$ cat config.mk
export PLATFORM = sky130hd
export DESIGN_NAME = vedm_window_avg
export DESIGN_NICKNAME = d
export VERILOG_FILES = /design/src/rtl/vedm_energy_pkg.sv /design/src/rtl/vedm_peak_track.sv /design/src/rtl/vedm_window_avg.sv
export SDC_FILE = /design/constraint.sdc
export NUM_CORES = 1
export LEC_CHECK = 0
export CORE_ASPECT_RATIO = 1.1
export CORE_MARGIN = 8
export CORE_UTILIZATION = 49
export DETAILED_ROUTE_END_ITERATION = 6
export HOLD_SLACK_MARGIN = 0.02
export PLACE_DENSITY = 0.79
export SYNTH_ARGS = -nofsm -noshare
export SYNTH_HDL_FRONTEND = slang
export SYNTH_SLANG_ARGS = --single-unit
$ cat constraint.sdc
create_clock -name clk -period 2.1 [get_ports clk]
set_input_delay 0.525 -clock clk [delete_from_list [all_inputs] [get_ports clk]]
set_output_delay 0.525 -clock clk [all_outputs]
set_load 0.005 [all_outputs]
$ cat src/rtl/vedm_energy_pkg.sv
// Shared types and defaults for the windowed energy averager.
package vedm_energy_pkg;

  localparam int DATA_W = 8;

  localparam logic [DATA_W-1:0] ALARM_HI_DEF = 8'd200;
  localparam logic [DATA_W-1:0] ALARM_LO_DEF = 8'd180;

  typedef enum logic [1:0] {
    ST_IDLE   = 2'd0,
    ST_ACCUM  = 2'd1,
    ST_REPORT = 2'd2
  } state_e;

endpackage

$ cat src/rtl/vedm_peak_track.sv
// Running per-window maximum/minimum; the first sample of a window loads both.
module vedm_peak_track
  import vedm_energy_pkg::*;
(
  input  logic              clk,
  input  logic              rst,
  input  logic              ld_first,
  input  logic              ld_next,
  input  logic [DATA_W-1:0] din,
  output logic [DATA_W-1:0] run_max,
  output logic [DATA_W-1:0] run_min
);

  logic [DATA_W-1:0] max_q, max_d;
  logic [DATA_W-1:0] min_q, min_d;

  always_comb begin
    max_d = max_q;
    min_d = min_q;
    if (ld_first) begin
      max_d = din;
      min_d = din;
    end else if (ld_next) begin
      if (din > max_q) max_d = din;
      if (din < min_q) min_d = din;
    end
  end

  always_ff @(posedge clk or posedge rst) begin
    if (rst) begin
      max_q <= '0;
      min_q <= '0;
    end else begin
      max_q <= max_d;
      min_q <= min_d;
    end
  end

  assign run_max = max_q;
  assign run_min = min_q;

endmodule

$ cat src/rtl/vedm_window_avg.sv
// Averages 2^WIN_LOG2 accepted samples per window with a hysteretic level alarm.
// Optional per-window peak tracking is built when VEDM_PEAK_TRACK_EN is defined.
module vedm_window_avg
  import vedm_energy_pkg::*;
#(
  parameter int                WIN_LOG2 = 3,
  parameter logic [DATA_W-1:0] ALARM_HI = ALARM_HI_DEF,
  parameter logic [DATA_W-1:0] ALARM_LO = ALARM_LO_DEF
) (
  input  logic              clk,
  input  logic              rst,
  input  logic              ena,
  input  logic              s_valid,
  input  logic [DATA_W-1:0] s_data,
  output logic              s_ready,
  input  logic              clr,
  output logic              avg_valid,
  output logic [DATA_W-1:0] avg_out,
  output logic [DATA_W-1:0] peak_max,
  output logic [DATA_W-1:0] peak_min,
  output logic              alarm,
  output logic              busy
);

  localparam int ACC_W = DATA_W + WIN_LOG2;
  localparam int CNT_W = WIN_LOG2 + 1;
  localparam logic [CNT_W-1:0] CNT_PEN = CNT_W'((1 << WIN_LOG2) - 1);

  function automatic logic [DATA_W-1:0] window_avg(input logic [ACC_W-1:0] a);
    window_avg = DATA_W'(a >> WIN_LOG2);
  endfunction

  function automatic logic next_alarm(input logic [DATA_W-1:0] avg, input logic cur);
    if (avg >= ALARM_HI)      next_alarm = 1'b1;
    else if (avg <= ALARM_LO) next_alarm = 1'b0;
    else                      next_alarm = cur;
  endfunction

  state_e            state_q, state_d;
  logic [ACC_W-1:0]  acc_q, acc_d;
  logic [CNT_W-1:0]  cnt_q, cnt_d;
  logic [DATA_W-1:0] avg_q, avg_d;
  logic              avg_valid_q, avg_valid_d;
  logic              alarm_q, alarm_d;
  logic              take;
  logic              publish;

  // clr wins over acceptance and over the REPORT publish.
  assign take    = s_valid & s_ready & ~clr;
  assign publish = (state_q == ST_REPORT) & ~clr;

  always_comb begin
    state_d = state_q;
    case (state_q)
      ST_IDLE:   if (take) state_d = ST_ACCUM;
      ST_ACCUM:  if (take && cnt_q == CNT_PEN) state_d = ST_REPORT;
      ST_REPORT: state_d = ST_IDLE;
      default:   state_d = ST_IDLE;
    endcase
    if (clr) state_d = ST_IDLE;
  end

  always_comb begin
    acc_d       = acc_q;
    cnt_d       = cnt_q;
    avg_d       = avg_q;
    avg_valid_d = 1'b0;
    alarm_d     = alarm_q;
    if (clr) begin
      acc_d = '0;
      cnt_d = '0;
    end else if (take && state_q == ST_IDLE) begin
      acc_d = ACC_W'(s_data);
      cnt_d = CNT_W'(1);
    end else if (take && state_q == ST_ACCUM) begin
      acc_d = acc_q + ACC_W'(s_data);
      cnt_d = cnt_q + CNT_W'(1);
    end else if (publish) begin
      avg_d       = window_avg(acc_q);
      avg_valid_d = 1'b1;
      alarm_d     = next_alarm(window_avg(acc_q), alarm_q);
    end
  end

  always_ff @(posedge clk or posedge rst) begin
    if (rst) begin
      state_q     <= ST_IDLE;
      acc_q       <= '0;
      cnt_q       <= '0;
      avg_q       <= '0;
      avg_valid_q <= 1'b0;
      alarm_q     <= 1'b0;
    end else begin
      state_q     <= state_d;
      acc_q       <= acc_d;
      cnt_q       <= cnt_d;
      avg_q       <= avg_d;
      avg_valid_q <= avg_valid_d;
      alarm_q     <= alarm_d;
    end
  end

  assign s_ready   = ena & (state_q != ST_REPORT);
  assign busy      = (state_q != ST_IDLE);
  assign avg_valid = avg_valid_q;
  assign avg_out   = avg_q;
  assign alarm     = alarm_q;

`ifdef VEDM_PEAK_TRACK_EN
  logic [DATA_W-1:0] run_max, run_min;
  logic [DATA_W-1:0] pmax_q, pmax_d;
  logic [DATA_W-1:0] pmin_q, pmin_d;

  vedm_peak_track u_peak (
    .clk      (clk),
    .rst      (rst),
    .ld_first (take & (state_q == ST_IDLE)),
    .ld_next  (take & (state_q == ST_ACCUM)),
    .din      (s_data),
    .run_max  (run_max),
    .run_min  (run_min)
  );

  always_comb begin
    pmax_d = pmax_q;
    pmin_d = pmin_q;
    if (publish) begin
      pmax_d = run_max;
      pmin_d = run_min;
    end
  end

  always_ff @(posedge clk or posedge rst) begin
    if (rst) begin
      pmax_q <= '0;
      pmin_q <= '0;
    end else begin
      pmax_q <= pmax_d;
      pmin_q <= pmin_d;
    end
  end

  assign peak_max = pmax_q;
  assign peak_min = pmin_q;
`else
  assign peak_max = '0;
  assign peak_min = '0;
`endif

endmodule

==> results_dict.tcl, run 1 <==
set metrics [dict create \
    run_status "finished with violations" \
    violations_in_the_final_reports "setup timing" \
    route.antenna.remaining_nets 0 \
    timing.reg2reg.setup_slack_ps -80 \
    drc_errors 0 \
    insertion_delay_ps 330 \
    design.portCount 41 \
    num_rows 22 \
    clock_skew_ps 2.76 \
    hp-class "flop to flop" \
    critical_path.startpoint "s_data[0]" \
    setup_tns_ps -191 \
    timing.critical_path.to_type "flop" \
    drt-vias-per-instance 5.61 \
    post-synth-top-count-cell "dfrtp_1" \
    grt.total_usage_pct 16.0 \
    synth_enable_flop_cells 0 \
    grt_max_degree 28 \
    synth.cell_area_um2 1660 \
    wl_per_cell_um 16.1 \
    yosys_reg_bits 27 \
    grt_first_pass_wirelength_mm 7.24 \
    worst-r2r-cell-count 12 \
    rr_endpoint "acc_q[4]$_DFFE_PP0P_" \
    grt_antenna_before_repair 0 \
    tritoncts "done" \
    max_freq_mhz 457 \
    cp_data_arrival_time_ps 2430 \
    die_x_um 71.5 \
    cpPeakStageDelay_ps 260 \
    synth.yosys.warnings 0 \
    num_antenna_cells 0 \
    cp-start-kind "input pin" \
    portbufs 24 \
    share_of_flip_flops_with_an_asynchronous_set_or_reset_pct 100 \
    post_cts_hold_buffer_count 0 \
    synth_top_cells_by_count "dfrtp_1 (27), buf_4 (17), nand2_1 (15)" \
    layout_cell_share_with_drive_strength_beyond_1_pct 28.5 \
    start_util_pct 50.3 \
    clock_sinks 27 \
    seq_power_share_pct 52.5 \
    grt_overflow_total 0 \
    die_footprint_um2 5510 \
    die_y_um 77.1 \
    crit_path_top_delay_cell "dlygate4sd2_1" \
    min_from "cnt_q[3]$_DFFE_PP0P_" \
    cellInternalPower_uw 736 \
    wl_mm 4.42 \
    final-max-slew-violation-count 0 \
    detailedPlacementHpwl_mm 3.18 \
    static_leakage_uw 0.00108 \
    power.share.switching_pct 29.4 \
    final_period_demand_of_the_worst_path_ps 2190 \
    origin_of_the_critical_flop_to_flop_path "acc_q[0]$_DFFE_PP0P_" \
    clock_tree.buffer_depth 2 \
    holdWs_ps 514 \
    synth_cell_type_count 44 \
    design.core.area_um2 3300 \
    area_growth_syn_to_layout_pct 36.1 \
    p_comb_share_pct 25.1 \
    timing.final.ws_setup_ps -87.6 \
    worst_ir_drop_vdd_mv 0.268 \
    timing_worst_setup_path_type "input pin to flop" \
    crit_top_cell "buf_4" \
    synth_flop_cell "dfrtp_1" \
    initialDrtViolationCount 83 \
    worstHoldEndpoint "state_q[1]$_DFFE_PP0P_" \
    final.period_utilization_pct 104 \
    critPathBufInv 7 \
    cap_viol_max_count 0 \
    synth.avg_cell_area_um2 9.55 \
    min_path_cells 1 \
    h-tree-depth 1 \
    clkPwrFrac_pct 22.4 \
    crit_chain "dlygate4sd2_1 -> ha_2 -> inv_2 -> fa_2 -> nor2b_2 -> buf_4 -> buf_4 -> buf_4 -> buf_4 -> buf_4 -> o21ai_4 -> a211oi_2 -> a221o_1" \
    switching_power_uw 306 \
    fin_util_pct 68.4 \
    pwr_density_cell_nw_per_um2 461 \
    first_pass_iteration_count_of_the_detailed_router 4 \
    clk_pin_slew_worst_paths_ps 150 \
    critPathMaxFanout 2 \
    worst_path_dominant_cell_family "buffers and inverters" \
    finalWeightedCongestion 0.885 \
    first_global_vias 1602 \
    detailroute.via_count 1542 \
    synth.area.top_cells "dfrtp_1 (41%), buf_4 (7.7%), ha_1 (6.8%)" \
    fillerInstances 261 \
    worst_ep_required_ps 2340 \
    synthCells 174 \
    report.final.setup_viol 3 \
    numnets_final 263 \
    root_buffer_cell "clkbuf_4" \
    timing_hold_violations_final 0 \
    synthDominantAreaCellType "dfrtp_1" \
    cts_made_buffers 3 \
    yosysSeqAreaShare_pct 40.7 \
    synth_top_area_share_pct 40.7 \
    unrepaired_setup_endpoints_after_global_routing "true" \
]
cell type report:
| class | instances | area, um2 | area share (%) |
|---|---|---|---|
| multi-input cells | 134 | 923 | 40.8 |
| inverters | 7 | 26.3 | 1.16 |
| repair buffers | 67 | 561 | 24.8 |
| well taps | 36 | 45.0 | 1.99 |
| flip-flops and latches | 27 | 678 | 30.0 |
| clock inverters | 1 | 5.00 | 0.221 |
| clock buffers | 3 | 22.5 | 0.996 |
through the flow:
step | total power, uW | instance area, um2 | cells | setup WS, ps
after floorplan | 694 | 1720 | 189 | 7.20
after global placement | 769 | 2100 | 260 | -504
after detailed placement | 781 | 2100 | 260 | -602
after CTS | 1020 | 2200 | 271 | 5.82
after global routing | 1090 | 2260 | 275 | -161
final | 1040 | 2260 | 275 | -87.6
worst max-delay path by stage:
| stage | to | slack [ps] | cells past startpoint |
|---|---|---|---|
| floorplan | acc_q[10]$_DFFE_PP0P_ | 7 | 8 |
| global placement | acc_q[10]$_DFFE_PP0P_ | -500 | 9 |
| detailed placement | acc_q[10]$_DFFE_PP0P_ | -600 | 9 |
| CTS | busy | 6 | 2 |
| global route | acc_q[10]$_DFFE_PP0P_ | -160 | 10 |
| finish | acc_q[4]$_DFFE_PP0P_ | -90 | 13 |
what timing repair did:
action                                 in CTS  in global routing
buffers inserted                            7                  4
resized for setup                          11                  8
setup endpoints to repair                   5                  5
pin swaps                                   7                  3
endpoints found under the hold margin       0                  0
metal layers:
layer | global-route usage (%) | up-vias | share of wire (%)
met5 | 0 | - | 0
met4 | 6.34 | 0 | 3.1
met3 | 2.34 | 12 | 5.9
met2 | 29.8 | 67 | 52
met1 | 17.4 | 740 | 39
li1 | - | 723 | -
kinds of logic after synthesis:
logic type / after synthesis / synth area share [%]
adders and majority gates: 10 / 7.98
other: 1 / 0.226
DFF: 27 / 40.7
AOI/OAI and AO/OA: 41 / 16.0
and+or+nand+nor: 54 / 16.6
xor gates and xnor gates: 4 / 2.11
buffers and inverters: 28 / 10.3
muxes: 9 / 6.02
cell usage in the layout (no fill, tap or decap), types with 2 or more instances in the layout:
cell type,netlist,final
nor3_1,6,6
dfrtp_1,27,25
mux2_2,8,8
ha_1,9,7
dfrtp_2,0,2
o21ai_4,0,2
conb_1,1,16
nand2b_1,2,2
o211ai_1,2,2
nand2_1,15,15
a22oi_1,3,3
inv_1,7,5
o21ai_1,4,3
clkdlybuf4s50_1,0,19
a22o_1,2,2
nand3_1,8,8
o21a_1,3,3
xor2_1,3,3
o21ai_0,8,7
nand4_1,2,2
and2_1,2,2
dlygate4sd2_1,0,5
clkbuf_4,0,3
a21oi_1,9,9
or3_1,3,3
buf_4,17,42
nor2_1,9,9
inv_2,0,2
state kept, by name, indices dropped and copies added, names as in the netlist:
| name | cells |
|---|---|
| alarm | 1 |
| avg_out | 8 |
| cnt_q | 4 |
| acc_q | 11 |
| state_q | 2 |
| avg_valid | 1 |
power by group through the flow:
stage / sequential (uW) / combinational (uW) / clock [uW]
floorplan: 551 / 143 / 0
finish: 547 / 262 / 234
detailed placement: 557 / 224 / 0
CTS: 547 / 237 / 238
global placement: 556 / 213 / 0
global route: 549 / 285 / 261
Note: power is estimated with default switching activity, not from simulation.
==> inputs of run 2 (changes only) <==
Settings changed: ABC_CLOCK_PERIOD_IN_PS from default to 2100.
==> results of run 2 <==
The final DEF is identical to that of run 1; final timing and power are the same.
